--- src/rtl/bp_update_scheduler_pkg.sv ---
// Shared types for the branch-predictor update scheduler:
// FSM state encodings and the packed FIFO entry layout {taken, pc, target}.
package bp_update_scheduler_pkg;

  typedef enum logic [1:0] {
    RUN   = 2'd0,
    DRAIN = 2'd1,
    DONE  = 2'd2
  } state_t;

  // Entry layout: target in the low PC-width bits, pc above it,
  // taken flag as the MSB.
  localparam int ENT_TGT_LSB = 0;

  function automatic int ent_pc_lsb(input int pcw);
    return pcw;
  endfunction

  function automatic int ent_taken_bit(input int pcw);
    return 2 * pcw;
  endfunction

  function automatic int ent_width(input int pcw);
    return 2 * pcw + 1;
  endfunction

endpackage

--- src/rtl/bp_update_scheduler_fifo.sv ---
// Synchronous update-queue FIFO with full/empty flags.
// Ports: clk, reset, push/push_data, pop/pop_data, full, empty.
// A push while full is taken only when a pop happens in the same cycle.
module bp_update_fifo
  import bp_update_scheduler_pkg::*;
#(
  parameter int WIDTH = 129,
  parameter int DEPTH = 4
) (
  input  logic             clk,
  input  logic             reset,
  input  logic             push,
  input  logic [WIDTH-1:0] push_data,
  input  logic             pop,
  output logic [WIDTH-1:0] pop_data,
  output logic             full,
  output logic             empty
);

  localparam int AW = $clog2(DEPTH);

  logic [AW:0]      wr_ptr;
  logic [AW:0]      rd_ptr;
  logic [WIDTH-1:0] mem [DEPTH];
  logic             do_push;
  logic             do_pop;

  // Extra MSB on each pointer distinguishes full from empty.
  assign empty = (wr_ptr == rd_ptr);
  assign full  = (wr_ptr[AW] != rd_ptr[AW]) &&
                 (wr_ptr[AW-1:0] == rd_ptr[AW-1:0]);

  assign do_pop  = pop && !empty;
  assign do_push = push && (!full || do_pop);

  assign pop_data = mem[rd_ptr[AW-1:0]];

  always_ff @(posedge clk) begin
    if (reset) begin
      wr_ptr <= '0;
      rd_ptr <= '0;
    end else begin
      if (do_push) wr_ptr <= wr_ptr + (AW+1)'(1);
      if (do_pop)  rd_ptr <= rd_ptr + (AW+1)'(1);
    end
  end

  always_ff @(posedge clk) begin
    if (do_push) mem[wr_ptr[AW-1:0]] <= push_data;
  end

endmodule

--- src/rtl/bp_update_scheduler.sv ---
// Arbitrates branch resolutions into a queue feeding the predictor update
// port, tracks in-flight predictions (fetch_stall) and runs the drain FSM.
// Ports: clk, reset, req_* (per-requester resolution bus), req_ready grant,
// pred_issue, flush, drain_req/drain_done, upd_* predictor update,
// fetch_stall, inflight_count, pop_stall (test hook: holds the queue, tie 0).
module bp_update_scheduler
  import bp_update_scheduler_pkg::*;
#(
  parameter int PC_WIDTH     = 64,
  parameter int NUM_REQ      = 2,
  parameter int FIFO_DEPTH   = 4,
  parameter int MAX_INFLIGHT = 4
) (
  input  logic                          clk,
  input  logic                          reset,
  input  logic [NUM_REQ-1:0]            req_valid,
  input  logic [NUM_REQ-1:0]            req_taken,
  input  logic [NUM_REQ-1:0]            req_predicted,
  input  logic [NUM_REQ*PC_WIDTH-1:0]   req_pc,
  input  logic [NUM_REQ*PC_WIDTH-1:0]   req_target,
  output logic [NUM_REQ-1:0]            req_ready,
  input  logic                          pred_issue,
  input  logic                          flush,
  input  logic                          drain_req,
  output logic                          drain_done,
  output logic                          upd_taken,
  output logic                          upd_not_taken,
  output logic [PC_WIDTH-1:0]           upd_pc,
  output logic [PC_WIDTH-1:0]           upd_target,
  output logic                          fetch_stall,
  output logic [$clog2(MAX_INFLIGHT+1)-1:0] inflight_count,
  input  logic                          pop_stall
);

  localparam int CW   = $clog2(MAX_INFLIGHT+1);
  localparam int PTRW = (NUM_REQ > 1) ? $clog2(NUM_REQ) : 1;
  localparam int EW   = ent_width(PC_WIDTH);
  localparam int TB   = ent_taken_bit(PC_WIDTH);
  localparam int PL   = ent_pc_lsb(PC_WIDTH);
  localparam int TL   = ENT_TGT_LSB;

  state_t              state;
  state_t              state_nxt;
  logic [PTRW-1:0]     rr_ptr;
  logic [PTRW-1:0]     rr_nxt;
  logic [CW-1:0]       cnt;
  logic                full;
  logic                empty;
  logic                pop;
  logic                can_grant;
  logic                found;
  logic [NUM_REQ-1:0]  grant;
  logic                g_taken;
  logic                g_pred;
  logic [PC_WIDTH-1:0] g_pc;
  logic [PC_WIDTH-1:0] g_tgt;
  logic [EW-1:0]       push_data;
  logic [EW-1:0]       pop_data;
  logic                dec;

  assign pop = !empty && !pop_stall;

  // A full queue still accepts when it pops in the same cycle.
  assign can_grant = (state == RUN) && !flush && (!full || pop);

  // Round-robin: search from rr_ptr upward, wrapping.
  always_comb begin
    found   = 1'b0;
    grant   = '0;
    rr_nxt  = rr_ptr;
    g_taken = 1'b0;
    g_pred  = 1'b0;
    g_pc    = '0;
    g_tgt   = '0;
    for (int k = 0; k < NUM_REQ; k++) begin
      for (int r = 0; r < NUM_REQ; r++) begin
        if (can_grant && !found && req_valid[r] &&
            r == (int'(rr_ptr) + k) % NUM_REQ) begin
          found    = 1'b1;
          grant[r] = 1'b1;
          rr_nxt   = PTRW'((r + 1) % NUM_REQ);
          g_taken  = req_taken[r];
          g_pred   = req_predicted[r];
          g_pc     = req_pc[r*PC_WIDTH +: PC_WIDTH];
          g_tgt    = req_target[r*PC_WIDTH +: PC_WIDTH];
        end
      end
    end
  end

  assign req_ready = grant;

  always_comb begin
    push_data                 = '0;
    push_data[TB]             = g_taken;
    push_data[PL +: PC_WIDTH] = g_pc;
    push_data[TL +: PC_WIDTH] = g_tgt;
  end

  bp_update_fifo #(
    .WIDTH (EW),
    .DEPTH (FIFO_DEPTH)
  ) u_fifo (
    .clk       (clk),
    .reset     (reset),
    .push      (found),
    .push_data (push_data),
    .pop       (pop),
    .pop_data  (pop_data),
    .full      (full),
    .empty     (empty)
  );

  always_ff @(posedge clk) begin
    if (reset) rr_ptr <= '0;
    else       rr_ptr <= rr_nxt;
  end

  always_ff @(posedge clk) begin
    if (reset) begin
      upd_taken     <= 1'b0;
      upd_not_taken <= 1'b0;
      upd_pc        <= '0;
      upd_target    <= '0;
    end else begin
      upd_taken     <= pop && pop_data[TB];
      upd_not_taken <= pop && !pop_data[TB];
      if (pop) begin
        upd_pc     <= pop_data[PL +: PC_WIDTH];
        upd_target <= pop_data[TL +: PC_WIDTH];
      end
    end
  end

  assign dec = found && g_pred;

  assign fetch_stall = (cnt == CW'(MAX_INFLIGHT)) ||
                       (state != RUN);

  // Simultaneous issue and retire cancel even when stalled.
  always_ff @(posedge clk) begin
    if (reset)                          cnt <= '0;
    else if (flush)                     cnt <= '0;
    else if (pred_issue && dec)         cnt <= cnt;
    else if (pred_issue && !fetch_stall) cnt <= cnt + CW'(1);
    else if (dec && cnt != '0)          cnt <= cnt - CW'(1);
  end

  assign inflight_count = cnt;

  always_ff @(posedge clk) begin
    if (reset) state <= RUN;
    else       state <= state_nxt;
  end

  always_comb begin
    state_nxt = state;
    unique case (state)
      RUN: begin
        if (drain_req) state_nxt = DRAIN;
      end
      DRAIN: begin
        if (empty && !upd_taken && !upd_not_taken &&
            cnt == '0)
          state_nxt = DONE;
      end
      DONE: begin
        if (!drain_req) state_nxt = RUN;
      end
      default: state_nxt = RUN;
    endcase
  end

  assign drain_done = (state == DONE);

endmodule

--- config.mk ---
export PLATFORM = sky130hd
export DESIGN_NAME = bp_update_scheduler
export DESIGN_NICKNAME = d
export VERILOG_FILES = /design/src/rtl/bp_update_scheduler_pkg.sv /design/src/rtl/bp_update_scheduler_fifo.sv /design/src/rtl/bp_update_scheduler.sv
export SDC_FILE = /design/constraint.sdc
export NUM_CORES = 1
export LEC_CHECK = 0
export ABC_AREA = 1
export BUFFER_PORTS_ARGS = -buffer_cell sky130_fd_sc_hd__buf_4
export CAP_MARGIN = 20
export CORE_MARGIN = 2
export CORE_UTILIZATION = 48
export CTS_CLUSTER_DIAMETER = 80
export DETAILED_ROUTE_END_ITERATION = 12
export PLACE_DENSITY = 0.69
export RECOVER_POWER = 25
export SYNTH_ARGS = -nofsm -noshare
export SYNTH_HDL_FRONTEND = slang
export SYNTH_HIERARCHICAL = 1
export SYNTH_SLANG_ARGS = --single-unit
--- constraint.sdc ---
create_clock -name clk -period 17.61 [get_ports clk]
set_clock_uncertainty 0.05 [all_clocks]
set_input_delay 3.522 -clock clk [delete_from_list [all_inputs] [get_ports clk]]
set_output_delay 3.522 -clock clk [all_outputs]
set_load 0.01 [all_outputs]
======== After elaboration in Yosys (flattened, before gate mapping) ========
Memories as Yosys holds them, arrays and structs flattened. A register that Yosys moved wholly into a read port is not among the register bits.
Cells that the tools add are included.
operators by class
  multiplexer cells ....................... 36
  eq/ne operators ......................... 10
  divide/modulo/power cells ............... 0
  bitwise operators ....................... 2
  order comparisons ....................... 0
  $mul .................................... 0
  add/sub/neg operators ................... 5
  shifts and indexed selects .............. 0
  reduce and logical (&&, ||, !) cells .... 52
operator list
  operator               count
  $mux W64               8
  $logic_not A32 Y1      2
  $logic_and A1 B1 Y1    26
  $mux W1                20
  $logic_not A1 Y1       11
  $mux W2                5
  $add A3 B1 Y3 const B  3
  $mux W3                2
  $ne A2 B2 Y1 const B   3
  $pmux W2 S3            1
  $reduce_bool A3 Y1     2
  $reduce_bool A2 Y1     2
  $reduce_or A2 Y1       2
  $eq A3 B3 Y1           1
  $eq A3 B3 Y1 const B   1
  $logic_not A3 Y1       1
  $logic_or A1 B1 Y1     3
  $reduce_and A3 Y1      1
  $sub A3 B1 Y3 const B  1
  $eq A2 B1 Y1 const B   1
  $eq A2 B2 Y1           1
  $eq A2 B2 Y1 const A   1
  $eq A2 B2 Y1 const B   1
  $logic_not A2 Y1       1
  other kinds (5)        5
storage, ports and cells
  register bits ........................... 142
  memory bits (writable) .................. 516
  bits in read-only memories .............. 0
  memories kept ........................... 1
  input port bits ......................... 268
  output and inout bits ................... 137
  latch bits .............................. 0
memories
  memory      depth  bits a word  read ports  clocked after Yosys merged registers in  wr ports  RTL line                        source
  u_fifo.mem  4      129          1           1                                        1         bp_update_scheduler_fifo.sv:24  logic [WIDTH-1:0] mem [DEPTH];

======== Longest topological paths before layout ========
  depth after elaboration ................. 27
  gate-level depth with buffers ........... 16
  mapped depth without buffers ............ 16

======== By module ========
The synthesis kept the hierarchy.
by module, submodules not included
  module               times used  seq. area each (µm²)  area an instance (µm²)  cells an instance
  bp_update_fifo       1           15655.0               19566.3                 1313
  bp_update_scheduler  1           2722.6                6672.6                  1059

======== Worst setup path before layout ========
No wires, ideal clock.
  path type ............................... input port to flip-flop
  from .................................... input port pop_stall
  to ...................................... memory u_fifo.mem[0][0] (enable)
  setup time .............................. 0.619 ns
  data arrival time ....................... 9.882 ns
  data required time ...................... 16.941 ns
  stages on the path ...................... 9
  path slack .............................. 7.059 ns
  cells stage by stage .................... nor2_2 nor2_1 nor2_4 nand2_2 buf_2 buf_2 nand2_1 nand2_2 nor2_1
between the ends
  cells in the longest elaborated chain, start to end .. 25
ends and longest elaborated chain
  element                            RTL line                        source
  start, declared                    bp_update_scheduler.sv:32       input logic pop_stall
  $logic_not A1 Y1 (*)               bp_update_scheduler.sv:61       assign pop = !empty && !pop_stall;
  $logic_and A1 B1 Y1 (*)            bp_update_scheduler.sv:61
  $logic_or A1 B1 Y1 (*)             bp_update_scheduler.sv:64       assign can_grant = (state == RUN) && !flush && (!full || pop);
  $logic_and A1 B1 Y1 (*)            bp_update_scheduler.sv:64
  $logic_and A1 B1 Y1 (2 in a row)   bp_update_scheduler.sv:77       if (can_grant && !found && req_valid[r] &&
  $mux W1                            bp_update_scheduler.sv:77
  $logic_not A1 Y1                   bp_update_scheduler.sv:77
  $logic_and A1 B1 Y1 (3 in a row)   bp_update_scheduler.sv:77
  (+5 left out)                      -
  $mux W1                            bp_update_scheduler.sv:77
  $logic_not A1 Y1                   bp_update_scheduler.sv:77
  $logic_and A1 B1 Y1 (3 in a row)   bp_update_scheduler.sv:77
  $mux W1 (*)                        bp_update_scheduler.sv:77
  via found                          bp_update_scheduler.sv:51       logic found;
  $logic_and A1 B1 Y1 (*)            bp_update_scheduler_fifo.sv:34  assign do_push = push && (!full || do_pop);
  $mux W1 (*)                        bp_update_scheduler_fifo.sv:49  if (do_push) mem[wr_ptr[AW-1:0]] <= push_data;
  $mux W1 (implied by the code) (*)  bp_update_scheduler_fifo.sv:49
  end, declared                      bp_update_scheduler_fifo.sv:24
The timed path passes the listed nets; every way through them passes the cells marked *.

======== Worst setup path in the final report ========
  from .................................... input port pop_stall
  to ...................................... output port req_ready[1]
between the ends
  cells in the longest elaborated chain, start to end .. 22
ends and longest elaborated chain
  element                           RTL line                   source
  $logic_not A1 Y1 (*)              bp_update_scheduler.sv:61
  $logic_and A1 B1 Y1 (*)           bp_update_scheduler.sv:61
  $logic_or A1 B1 Y1 (*)            bp_update_scheduler.sv:64
  $logic_and A1 B1 Y1 (*)           bp_update_scheduler.sv:64
  $logic_and A1 B1 Y1 (2 in a row)  bp_update_scheduler.sv:77
  $mux W1                           bp_update_scheduler.sv:77
  $logic_not A1 Y1                  bp_update_scheduler.sv:77
  $logic_and A1 B1 Y1 (3 in a row)  bp_update_scheduler.sv:77
  $mux W1                           bp_update_scheduler.sv:77
  $logic_not A1 Y1                  bp_update_scheduler.sv:77
  $logic_and A1 B1 Y1 (3 in a row)  bp_update_scheduler.sv:77
  $mux W1                           bp_update_scheduler.sv:77
  $logic_not A1 Y1                  bp_update_scheduler.sv:77
  $logic_and A1 B1 Y1 (3 in a row)  bp_update_scheduler.sv:77
  $mux W1 (*)                       bp_update_scheduler.sv:77
  end, declared                     bp_update_scheduler.sv:21  output logic [NUM_REQ-1:0] req_ready,
Every way passes the cells marked *; elsewhere a longest branch is shown, timed or not.

==> flow_summary.yaml <==
setup_path:
  worst_setup_path_endpoint: "req_ready[1]"
  crit_path_max_fanout: 51
  critPathArrivalTime_ns: 9.15
  cp-start-kind: "primary input"
  worst_r2r_startpoint: "u_fifo/wr_ptr[0]$_SDFFE_PP0P_"
  critical_path_class: "primary input to primary output"
  setup.worst_path.end_class: "primary output"
  worst-r2r-cell-count: 12
  timing.reg2reg.setup_slack_ns: 10.10
  setup.worst_path.start: "pop_stall"
  worst_ep_required_time_ns: 14.04
  destination_of_the_worst_register_to_register_timing_path: "u_fifo/mem[1][58]$_DFFE_PP_"
global_route:
  grt_pass1_wl_um: 102100
  globalRoute.totalOverflow: 0
  grt_antenna_before_repair: 0
  grt_pass1_vias: 18500
  grt_use_total: 0.2330
  grt_max_degree: 152
clocking:
  h-tree-depth: 3
  cts.sinks: 660
  holdBufCountCts: 0
  clockRootBuffer: "sky130_fd_sc_hd__clkbuf_16"
  clock_tree_from_tritoncts: "done"
  clockBufferDepth: 3
  postCtsResizedCells: 0
  numCtsBuffers: 67
  number_of_setup_buffers_added_after_cts: 0
  cts.reportedPaths.clkPinSlew_ns: 0.06
  clock_insertion_delay_worst_skew_ns: 0.58
power_and_ir_drop:
  sw_frac_of_total: 0.2493
  comb_power_share: 0.127
  pwr-share-seq: 0.488
  leakagePower_nw: 12.06
  cellPowerDensity_mw_per_mm2: 121.4
  vdd_ir_drop_max_mv: 0.07187
  internal-power_mw: 2.856
  clock_group_share_of_total_power: 0.385
  switchingPower_uw: 948.8
min_path:
  min-delay-path-class: "register to register"
die:
  io_pins: 405
  start_util: 0.4866
  design.core.area_mm2: 0.05392
  chipWidth_um: 237.8
  floorplan.die_area_mm2: 0.05655
  rows: 85
  die_height_um: 237.8
yosys:
  ys_types: 29
  postSynthCellCount: 2372
  netlist.area_leader.share: 0.5905
  total_of_warnings_raised_by_yosys: 6
  synth.yosys.seq_area_share: 0.7004
  ys_seq_elements: 660
  postSynthNetCount: 2646
  synth_top_cell_by_area: "sky130_fd_sc_hd__edfxtp_1"
  synth.area.top_cells: "sky130_fd_sc_hd__edfxtp_1 59%, sky130_fd_sc_hd__dfxtp_1 11%, sky130_fd_sc_hd__nor2_1 7.6%"
  mapped_area_mm2: 0.02624
  synth.avg_cell_area_um2: 11.06
sta:
  worst_pin_slew_ns: 4.060
  finalWorstPathRequiredPeriod_ns: 12.72
  min_period_over_period: 0.7223
  worst_slew_margin_rel: -1.707
  finalSetupViolCount: 0
  finalMaxSlewViolations: 296
  fin_setup_tns_ns: 0
  timing_hold_violations_final: 0
  max_freq_mhz: 78.62
  rsz0062_at_grt: "false"
place:
  hpwl_um: 38780
  gp_congestion: 0.8105
  buffer_ports.inserted: 404
  placed_cells_incl_taps: 3327
drt:
  detail_route.iter0.violations: 1675
  postRouteAntennaNets: 0
  drt_pre_antenna_iters: 5
  vias_per_cell: 5.510
  drt_drc_violations_left: 0
  detailroute.via_count: 19010
  routedWlPerCell_um: 19.31
  drt_wl_total_um: 66630
layout:
  antennaDiodeCount: 0
  final_nets: 2977
  drive_above_1_share: 0.1488
  post_layout_nonfiller_instances: 3451
  synthToLayoutAreaGrowth_pct: 19.42
status:
  violations: "max-capacitance violations, max-slew violations"
  run_status: "finished, violations left"
flow_run:
  cap_violations: 5
==> state kept, by name (all words and copies together) (netlist names), named ones only <==
register / cells
u_fifo/mem: 516
upd_pc: 64
upd_target: 64
inflight_count: 3
u_fifo/rd_ptr: 3
u_fifo/wr_ptr: 3
state: 2
rr_ptr: 1
upd_not_taken: 1
upd_taken: 1
==> how the worst min path moves through the flow <==
| stage | from | endpoint | slack, ns | depth (start not counted) |
|---|---|---|---|---|
| 2_1_floorplan | u_fifo/rd_ptr[2]$_SDFFE_PP0P_ | u_fifo/rd_ptr[2]$_SDFFE_PP0P_ | 0.42 | 2 |
| 3_3_place_gp | u_fifo/rd_ptr[2]$_SDFFE_PP0P_ | u_fifo/rd_ptr[2]$_SDFFE_PP0P_ | 0.44 | 2 |
| 3_5_place_dp | upd_target[24]$_SDFFE_PP0P_ | upd_target[24]$_SDFFE_PP0P_ | 0.44 | 2 |
| 4_1_cts | u_fifo/wr_ptr[2]$_SDFFE_PP0P_ | u_fifo/wr_ptr[2]$_SDFFE_PP0P_ | 0.47 | 2 |
| 5_1_grt | u_fifo/rd_ptr[2]$_SDFFE_PP0P_ | u_fifo/rd_ptr[2]$_SDFFE_PP0P_ | 0.49 | 2 |
| 6_report | upd_target[24]$_SDFFE_PP0P_ | upd_target[24]$_SDFFE_PP0P_ | 0.46 | 2 |
==> layer usage <==
| layer | GRT usage | share of wire |
|---|---|---|
| met1 | 0.3119 | 0.43 |
| met2 | 0.3892 | 0.48 |
| met3 | 0.04367 | 0.071 |
| met4 | 0.06785 | 0.019 |
| met5 | 0 | 0 |
==> area by class of cell <==
| type | instances | area (µm²) |
|---|---|---|
| fillers | 4531 | 22590 |
| flip-flops and latches | 660 | 18390 |
| multi-input cells | 1512 | 6837 |
| repair buffers | 430 | 2806 |
| clock buffers | 88 | 1901 |
| well taps | 696 | 870.8 |
| clock inverters | 33 | 399.1 |
| inverters | 32 | 136.4 |
==> metrics by stage <==
| stage | area [µm²] | hold slack, ns | power [mW] | util | setup WS (ns) |
|---|---|---|---|---|---|
| global route | 31340 | 0.4860 | 3.958 | 0.5811 | 4.169 |
| CTS | 31790 | 0.4675 | 3.865 | 0.5896 | 8.406 |
| detailed placement | 29490 | 0.4447 | 2.403 | 0.5470 | 8.409 |
| global placement | 29440 | 0.4389 | 2.388 | 0.5460 | 8.481 |
| floorplan | 26240 | 0.4200 | 2.175 | - | 7.059 |
| finish | 31340 | 0.4557 | 3.805 | 0.5811 | 4.890 |
==> Yosys cell counts <==
master                     count
sky130_fd_sc_hd__a21oi_1       9
sky130_fd_sc_hd__buf_1         7
sky130_fd_sc_hd__buf_2        34
sky130_fd_sc_hd__buf_4        33
sky130_fd_sc_hd__buf_6        17
sky130_fd_sc_hd__clkbuf_1     71
sky130_fd_sc_hd__clkbuf_2      6
sky130_fd_sc_hd__dfxtp_1     144
sky130_fd_sc_hd__edfxtp_1    516
sky130_fd_sc_hd__fa_1          1
sky130_fd_sc_hd__ha_1          5
sky130_fd_sc_hd__inv_1        30
sky130_fd_sc_hd__inv_2         1
sky130_fd_sc_hd__inv_4         1
sky130_fd_sc_hd__nand2_1     288
sky130_fd_sc_hd__nand2_2       3
sky130_fd_sc_hd__nand3_1     145
sky130_fd_sc_hd__nand4_1       2
sky130_fd_sc_hd__nor2_1      530
sky130_fd_sc_hd__nor2_2        2
sky130_fd_sc_hd__nor2_4        1
sky130_fd_sc_hd__nor3_1        3
sky130_fd_sc_hd__o21ai_0     291
sky130_fd_sc_hd__o21ai_1      98
sky130_fd_sc_hd__o21ai_2       1
sky130_fd_sc_hd__o22ai_1     129
sky130_fd_sc_hd__xnor2_1       1
sky130_fd_sc_hd__xor2_1        2
sky130_fd_sc_hd__xor3_1        1
==> worst max-delay path, cell delays in order <==
cell                         delay [ns]
sky130_fd_sc_hd__clkbuf_1          0.17
sky130_fd_sc_hd__nor2_4            0.05
sky130_fd_sc_hd__clkbuf_1          0.87
sky130_fd_sc_hd__nor2_1            0.50
sky130_fd_sc_hd__nor2_4            0.06
sky130_fd_sc_hd__nand2_1           1.24
sky130_fd_sc_hd__clkinvlp_2        2.06
sky130_fd_sc_hd__buf_4             0.62
==> cell usage in the layout, fill, tap and decap left out, drive strengths merged <==
cell type	synthesis	final
a21oi	9	9
buf	91	291
bufinv	0	9
clkbuf	77	227
clkinv	0	18
clkinvlp	0	5
dfxtp	144	144
edfxtp	516	516
fa	1	1
ha	5	5
inv	32	33
nand2	291	291
nand3	145	145
nand4	2	2
nor2	533	533
nor3	3	3
o21ai	390	390
o22ai	129	129
xnor2	1	1
xor2	2	2
xor3	1	1
==> cell families (layout without fill, tap and decap cells) <==
group | Yosys count | after routing | share of synthesized area
simple gates | 974 | 974 | 0.1473
flops | 660 | 660 | 0.7004
compound gates | 528 | 528 | 0.1070
buf+inv | 200 | 583 | 0.04020
fa+ha+maj | 6 | 6 | 0.003147
xor+xnor | 4 | 4 | 0.001907
==> power by group through the flow <==
| stage | clock network [mW] | logic (mW) | registers (mW) |
|---|---|---|---|
| after detailed placement | 0 | 0.515 | 1.89 |
| after CTS | 1.49 | 0.518 | 1.86 |
| final | 1.47 | 0.483 | 1.86 |
| after global routing | 1.56 | 0.538 | 1.86 |
| after global placement | 0 | 0.501 | 1.89 |
| after floorplan | 0 | 0.271 | 1.90 |
Power figures use the tool's default switching activity.
